<file path="src/rtl/seq_pkg.sv">
// Shared definitions for the 0110-preamble serial frame transmitter and detector.
package seq_pkg;

    typedef enum logic [2:0] {
        IDLE,
        PRE,
        DATA,
        PAR,
        GAP
    } state_e;

    localparam int unsigned SYNC_LEN = 4;
    localparam logic [SYNC_LEN-1:0] SYNC_PATTERN = 4'b0110;

    // Counter width for values 0..n-1, never narrower than one bit.
    function automatic int unsigned cnt_width(input int unsigned n);
        return (n <= 1) ? 1 : $clog2(n);
    endfunction

    function automatic int unsigned max3(input int unsigned a, input int unsigned b,
                                         input int unsigned c);
        int unsigned m;
        m = (a > b) ? a : b;
        return (m > c) ? m : c;
    endfunction

endpackage

</file>
<file path="src/rtl/bit_tick_gen.sv">
// Bit-period divider: counts 0..CLKS_PER_BIT-1 and flags the wrap cycle.
module bit_tick_gen
    import seq_pkg::*;
#(
    parameter int unsigned CLKS_PER_BIT = 1
) (
    input  logic clk,
    input  logic rst,
    input  logic clr_i,
    output logic tick_c,
    output logic tick_next_c
);

    localparam int unsigned DIV_W = cnt_width(CLKS_PER_BIT);
    localparam logic [DIV_W-1:0] DIV_LAST = DIV_W'(CLKS_PER_BIT - 1);

    logic [DIV_W-1:0] div_q;
    logic [DIV_W-1:0] div_d;

    always_comb begin
        div_d = div_q + DIV_W'(1);
        if (clr_i || (div_q == DIV_LAST)) begin
            div_d = '0;
        end
    end

    always_ff @(posedge clk) begin
        if (rst) begin
            div_q <= '0;
        end else begin
            div_q <= div_d;
        end
    end

    // tick_next_c lets the owner register outputs that must line up with the wrap cycle.
    assign tick_c      = (div_q == DIV_LAST);
    assign tick_next_c = (div_d == DIV_LAST);

endmodule

</file>
<file path="src/rtl/seq_frame_tx.sv">
// Serial frame transmitter: 0110 preamble, data MSB first, even parity, idle-high gap.
module seq_frame_tx
    import seq_pkg::*;
#(
    parameter int unsigned DATA_W       = 8,
    parameter int unsigned CLKS_PER_BIT = 1,
    parameter int unsigned GAP_BITS     = 2
) (
    input  logic              clk,
    input  logic              rst,
    input  logic [DATA_W-1:0] in_data,
    input  logic              in_valid,
    output logic              in_ready,
    output logic              tx,
    output logic              busy,
    output logic              done
);

    localparam int unsigned BIT_W = cnt_width(max3(SYNC_LEN, DATA_W, GAP_BITS));

    state_e            state_q, state_d;
    logic [BIT_W-1:0]  bit_q, bit_d;
    logic [DATA_W-1:0] shift_q, shift_d;
    logic              par_q, par_d;
    logic              tx_d, in_ready_d, busy_d, done_d;
    logic              accept_c, tick_c, tick_next_c;
    logic [1:0]        pre_idx_c;

    bit_tick_gen #(
        .CLKS_PER_BIT(CLKS_PER_BIT)
    ) u_tick (
        .clk        (clk),
        .rst        (rst),
        .clr_i      (accept_c),
        .tick_c     (tick_c),
        .tick_next_c(tick_next_c)
    );

    // Next state and next line value; outputs are registered from the next-state view.
    always_comb begin
        state_d    = state_q;
        bit_d      = bit_q;
        shift_d    = shift_q;
        par_d      = par_q;
        accept_c   = 1'b0;
        tx_d       = 1'b1;
        pre_idx_c  = '0;

        unique case (state_q)
            IDLE: begin
                if (in_valid) begin
                    accept_c = 1'b1;
                    state_d  = PRE;
                    bit_d    = '0;
                    shift_d  = in_data;
                    par_d    = ^in_data;
                end
            end
            PRE: begin
                if (tick_c) begin
                    if (bit_q == BIT_W'(SYNC_LEN - 1)) begin
                        state_d = DATA;
                        bit_d   = '0;
                    end else begin
                        bit_d = bit_q + BIT_W'(1);
                    end
                end
            end
            DATA: begin
                if (tick_c) begin
                    shift_d = shift_q << 1;
                    if (bit_q == BIT_W'(DATA_W - 1)) begin
                        state_d = PAR;
                        bit_d   = '0;
                    end else begin
                        bit_d = bit_q + BIT_W'(1);
                    end
                end
            end
            PAR: begin
                if (tick_c) begin
                    state_d = GAP;
                    bit_d   = '0;
                end
            end
            GAP: begin
                if (tick_c) begin
                    if (bit_q == BIT_W'(GAP_BITS - 1)) begin
                        state_d = IDLE;
                        bit_d   = '0;
                    end else begin
                        bit_d = bit_q + BIT_W'(1);
                    end
                end
            end
            default: begin
                state_d = IDLE;
                bit_d   = '0;
            end
        endcase

        pre_idx_c = 2'(SYNC_LEN - 1) - bit_d[1:0];
        unique case (state_d)
            PRE:     tx_d = SYNC_PATTERN[pre_idx_c];
            DATA:    tx_d = shift_d[DATA_W-1];
            PAR:     tx_d = par_d;
            default: tx_d = 1'b1;
        endcase

        in_ready_d = (state_d == IDLE);
        busy_d     = (state_d != IDLE);
        done_d     = (state_d == GAP) && (bit_d == BIT_W'(GAP_BITS - 1)) && tick_next_c;
    end

    always_ff @(posedge clk) begin
        if (rst) begin
            state_q  <= IDLE;
            bit_q    <= '0;
            tx       <= 1'b1;
            in_ready <= 1'b1;
            busy     <= 1'b0;
            done     <= 1'b0;
        end else begin
            state_q  <= state_d;
            bit_q    <= bit_d;
            tx       <= tx_d;
            in_ready <= in_ready_d;
            busy     <= busy_d;
            done     <= done_d;
        end
    end

    // Payload and parity are don't-care after reset, so they carry no reset.
    always_ff @(posedge clk) begin
        shift_q <= shift_d;
        par_q   <= par_d;
    end

endmodule

</file>
<file path="config.mk">
export PLATFORM = sky130hd
export DESIGN_NAME = seq_frame_tx
export DESIGN_NICKNAME = d
export VERILOG_FILES = /design/src/rtl/seq_pkg.sv /design/src/rtl/bit_tick_gen.sv /design/src/rtl/seq_frame_tx.sv
export SDC_FILE = /design/constraint.sdc
export NUM_CORES = 1
export LEC_CHECK = 0
export CORE_MARGIN = 4
export CORE_UTILIZATION = 59
export CTS_BUF_LIST = sky130_fd_sc_hd__clkbuf_8 sky130_fd_sc_hd__clkbuf_16
export DETAILED_ROUTE_END_ITERATION = 16
export PLACE_DENSITY = 0.84
export RECOVER_POWER = 50
export SETUP_SLACK_MARGIN = 0.3
export SLEW_MARGIN = 20
export SYNTH_ARGS = -nofsm -noshare
export SYNTH_HDL_FRONTEND = slang
export SYNTH_HIERARCHICAL = 1
export SYNTH_SLANG_ARGS = --single-unit
</file>
<file path="constraint.sdc">
create_clock -name clk -period 3.71 [get_ports clk]
set_input_delay 0.742 -clock clk [delete_from_list [all_inputs] [get_ports clk]]
set_output_delay 0.742 -clock clk [all_outputs]
set_load 0.05 [all_outputs]
</file>
==> results.cfg <==
[final_layout]
layout.area.seq_um2 = 470
layout.filler_cells = 161
flow.area_growth_from_synthesis_pct = 12.1
share_of_final_layout_standard_cells_stronger_than_drive_strength_1_pct = 14.4
layoutNonFillerInstCount = 166
diodes = 0
fin_nets = 158
multiInputGateArea_um2 = 676
post-route-util_pct = 70.6

[routing]
drtIter0Drc = 15
route.detailed.vias_per_inst = 5.58
totalWireLength_mm = 2.40
drc_errors = 0
wl_per_cell_um = 14.5
postRouteAntennaNets = 0
drt_first_pass_iters = 4
vias = 926

[yosys]
synth_enable_flop_cells = 7
synth_seq_cells = 20
synth-main-ff-cell = dfxtp_1
synth_largest_area_cell = dfxtp_1
synth_warnings = 6
async_flop_share_pct = 0
synth.yosys.seq_area_share_pct = 37.3
yosys.cell_types.count = 47
syn-mean-instance-area_um2 = 9.84
synthCells = 128
yosys.area.top_type_share_pct = 20.7
netlist_area_mm2 = 0.00126
post_synth_main_area_contributors = dfxtp_1, edfxtp_1, ha_1, xnor2_1, a22o_2
synth.net_count = 146

[placed_design]
numPlacedInstances = 162
dp_hpwl_mm = 1.76
preCtsSetupSlack_ns = 0.890
port_buffers = 14
finalWeightedCongestion = 0.790

[worst_setup_path]
timing.critical_path.max_delay_family = buffers and inverters
startpoint_type = primary input
crit-reg2reg-capture = tx
worst_r2r_startpoint = state_q[2]
cp_max_fo = 12
worst-setup-path-type = primary input to flip-flop
cpMaxStageDelayCell = dlygate4sd3_1
path_cells = dlygate4sd3_1 > nor4b_1 > clkbuf_1 > a21oi_1 > nand2_1 > a21oi_1 > ha_1 > nand2_1 > or3_1 > o211a_1
worst-endpoint-required_ns = 3.86
r2r_cells = 9
critical_path_arrival_ns = 3.10
type_of_element_capturing_the_critical_path = flip-flop
worst-path-buf-inv = 2
reg2reg_setup_slack_ns = 1.21
timing.critical_path.slowest_cell_delay_ns = 0.60

[die]
std_cell_rows = 16
initial_standard_cell_utilization_of_the_core_pct = 62.9
core_mm2 = 0.00200
pin_count = 15
die_outline_area_mm2 = 0.00294
dieHeight_um = 54.2
die-width_um = 54.2

[sta]
timing.final.hold_violations = 0
min_period_ns = 2.95
worst_slew_pin_slew_ns = 0.675
fin_crit_sh_pct = 79.5
worst_slew_margin_rel_pct = 54.9
final_max_slew_viol_count = 0
final-setup-viol-count = 0
layout_setup_ws_ns = 0.760
skew_ns = 0.00511
unrepaired_setup_endpoints_after_global_routing = false
final.setup.tns_ns = 0
timing.fmax_mhz = 339

[pwr]
power_report.internal_total_uw = 387
seq_power_share_pct = 49.5
swShare_pct = 25.3
pwr-share-comb_pct = 20.0
power.ir.vdd_worst_v = 0.000305
power.switching_uw = 131
pwr_density_cell_mw_per_mm2 = 367
total_power_uw = 519
power.static_leakage_nw = 0.536
power.share.clock_pct = 30.5

[global_route]
maximum_number_of_pins_on_one_net_before_global_route_repair = 20
grt_pass1_wl_mm = 3.93
overflow = 0
grtUsageTotal_pct = 19.0
grt_pass1_vias = 838
grt_antenna_before_repair = 0

[worst_hold_path]
min_from = shift_q[7]
min_to = shift_q[7]
hold_class = flip-flop to flip-flop
hold_depth = 2

[clock_network]
clockBufferDepth = 2
clock_tree.root_cell = clkbuf_8
htree_levels = 1
tritoncts.num_buffers = 3
cts.hold.buffers_added = 0
cts_clk_pin_slew_worst_paths_ns = 0.07
cts_sinks = 20
resized_cells_post_cts = 0
tritoncts_clock_tree = yes
cts_setup_buffers = 0
latest_clock_arrival_within_the_worst_skew_pair_ns = 0.25

[run]
maxCapViolCount = 0

[status]
outcome = completed
power groups by stage:
stage	registers, mW	clock network [mW]	logic (mW)
6_report	0.257	0.158	0.104
5_1_grt	0.259	0.172	0.112
4_1_cts	0.257	0.161	0.105
3_5_place_dp	0.262	0	0.104
3_3_place_gp	0.260	0	0.102
2_1_floorplan	0.269	0	0.0667
sequential cells by signal, summed over array words and instances (netlist names):
register	cells
par_q	1
done	1
state_q	3
in_ready	1
busy	1
bit_q	3
tx	1
u_tick/div_q	1
shift_q	8
kinds of logic (layout without fill, tap and decap cells):
family          count (synthesis)  count (layout)  synth area share (%)
flops                          20              20                  37.3
compound gates                 34              34                  21.0
mux                             2               2                  1.59
simple gates                   37              37                  18.0
fa+ha+maj                       7               7                  6.95
buf+inv                        17              28                  8.34
other cells                     2               2                 0.596
xor+xnor                        9               9                  6.26
final cells by class:
| class | instances | share of cell area (%) |
|---|---|---|
| Multi-Input combinational cell | 91 | 47.8 |
| Tap cell | 27 | 2.39 |
| Inverter | 9 | 2.39 |
| Timing Repair Buffer | 15 | 10.2 |
| Sequential cell | 20 | 33.3 |
| Clock buffer | 4 | 3.90 |
metrics by stage:
stage               hold WS, ns  area, um^2
finish                    0.483        1410
detailed placement        0.473        1370
CTS                       0.487        1430
global route              0.519        1410
global placement          0.437        1370
floorplan                 0.415        1260
tightest hold or removal path: stages, from the launching register on:
cell	delay, ns
dfxtp_1	0.32
a21boi_1	0.07
inv_1	0.06
Yosys cell counts, types with 2 or more instances:
cell type  instances
a21oi_1            7
a21oi_2            2
a22o_2             6
buf_4              5
buf_6              3
conb_1             2
dfxtp_1           13
edfxtp_1           7
ha_1               7
inv_1              8
mux2i_1            2
nand2_1            5
nand2b_1           2
nand4_1            2
nor2_1            11
nor2b_1            2
nor3b_1            2
o21ai_0            3
o21bai_1           2
o32ai_1            2
xnor2_1            9
per-layer routing:
layer | vias to the layer above | part of all wire (%) | track usage, %
met2 | 20 | 45 | 26.9
met5 | - | 0 | 0
met1 | 424 | 48 | 27.1
li1 | 476 | - | -
met4 | 0 | 2.2 | 5.81
met3 | 6 | 4.8 | 6.27
worst max-delay path by stage:
stage	start	end	slack, ns	depth (start not counted)
after floorplan	in_valid	tx	1.45	9
after global placement	in_valid	tx	0.94	10
after detailed placement	in_valid	tx	0.89	10
after CTS	in_valid	tx	1.15	10
after global routing	in_valid	tx	0.52	10
final	in_valid	tx	0.76	10
layout by cell type (no fill, tap or decap), types with 2 or more instances in the layout:
master,n
a21oi_1,7
a21oi_2,2
a22o_2,6
clkbuf_8,4
clkdlybuf4s50_1,12
conb_1,2
dfxtp_1,13
dlygate4sd3_1,2
edfxtp_1,7
ha_1,7
inv_1,8
mux2i_1,2
nand2_1,5
nand2b_1,2
nand4_1,2
nor2_1,12
nor2b_1,2
nor3b_1,2
o21ai_0,3
o21bai_1,2
o32ai_1,2
xnor2_1,9
Note: power is estimated with default switching activity, not from simulation.
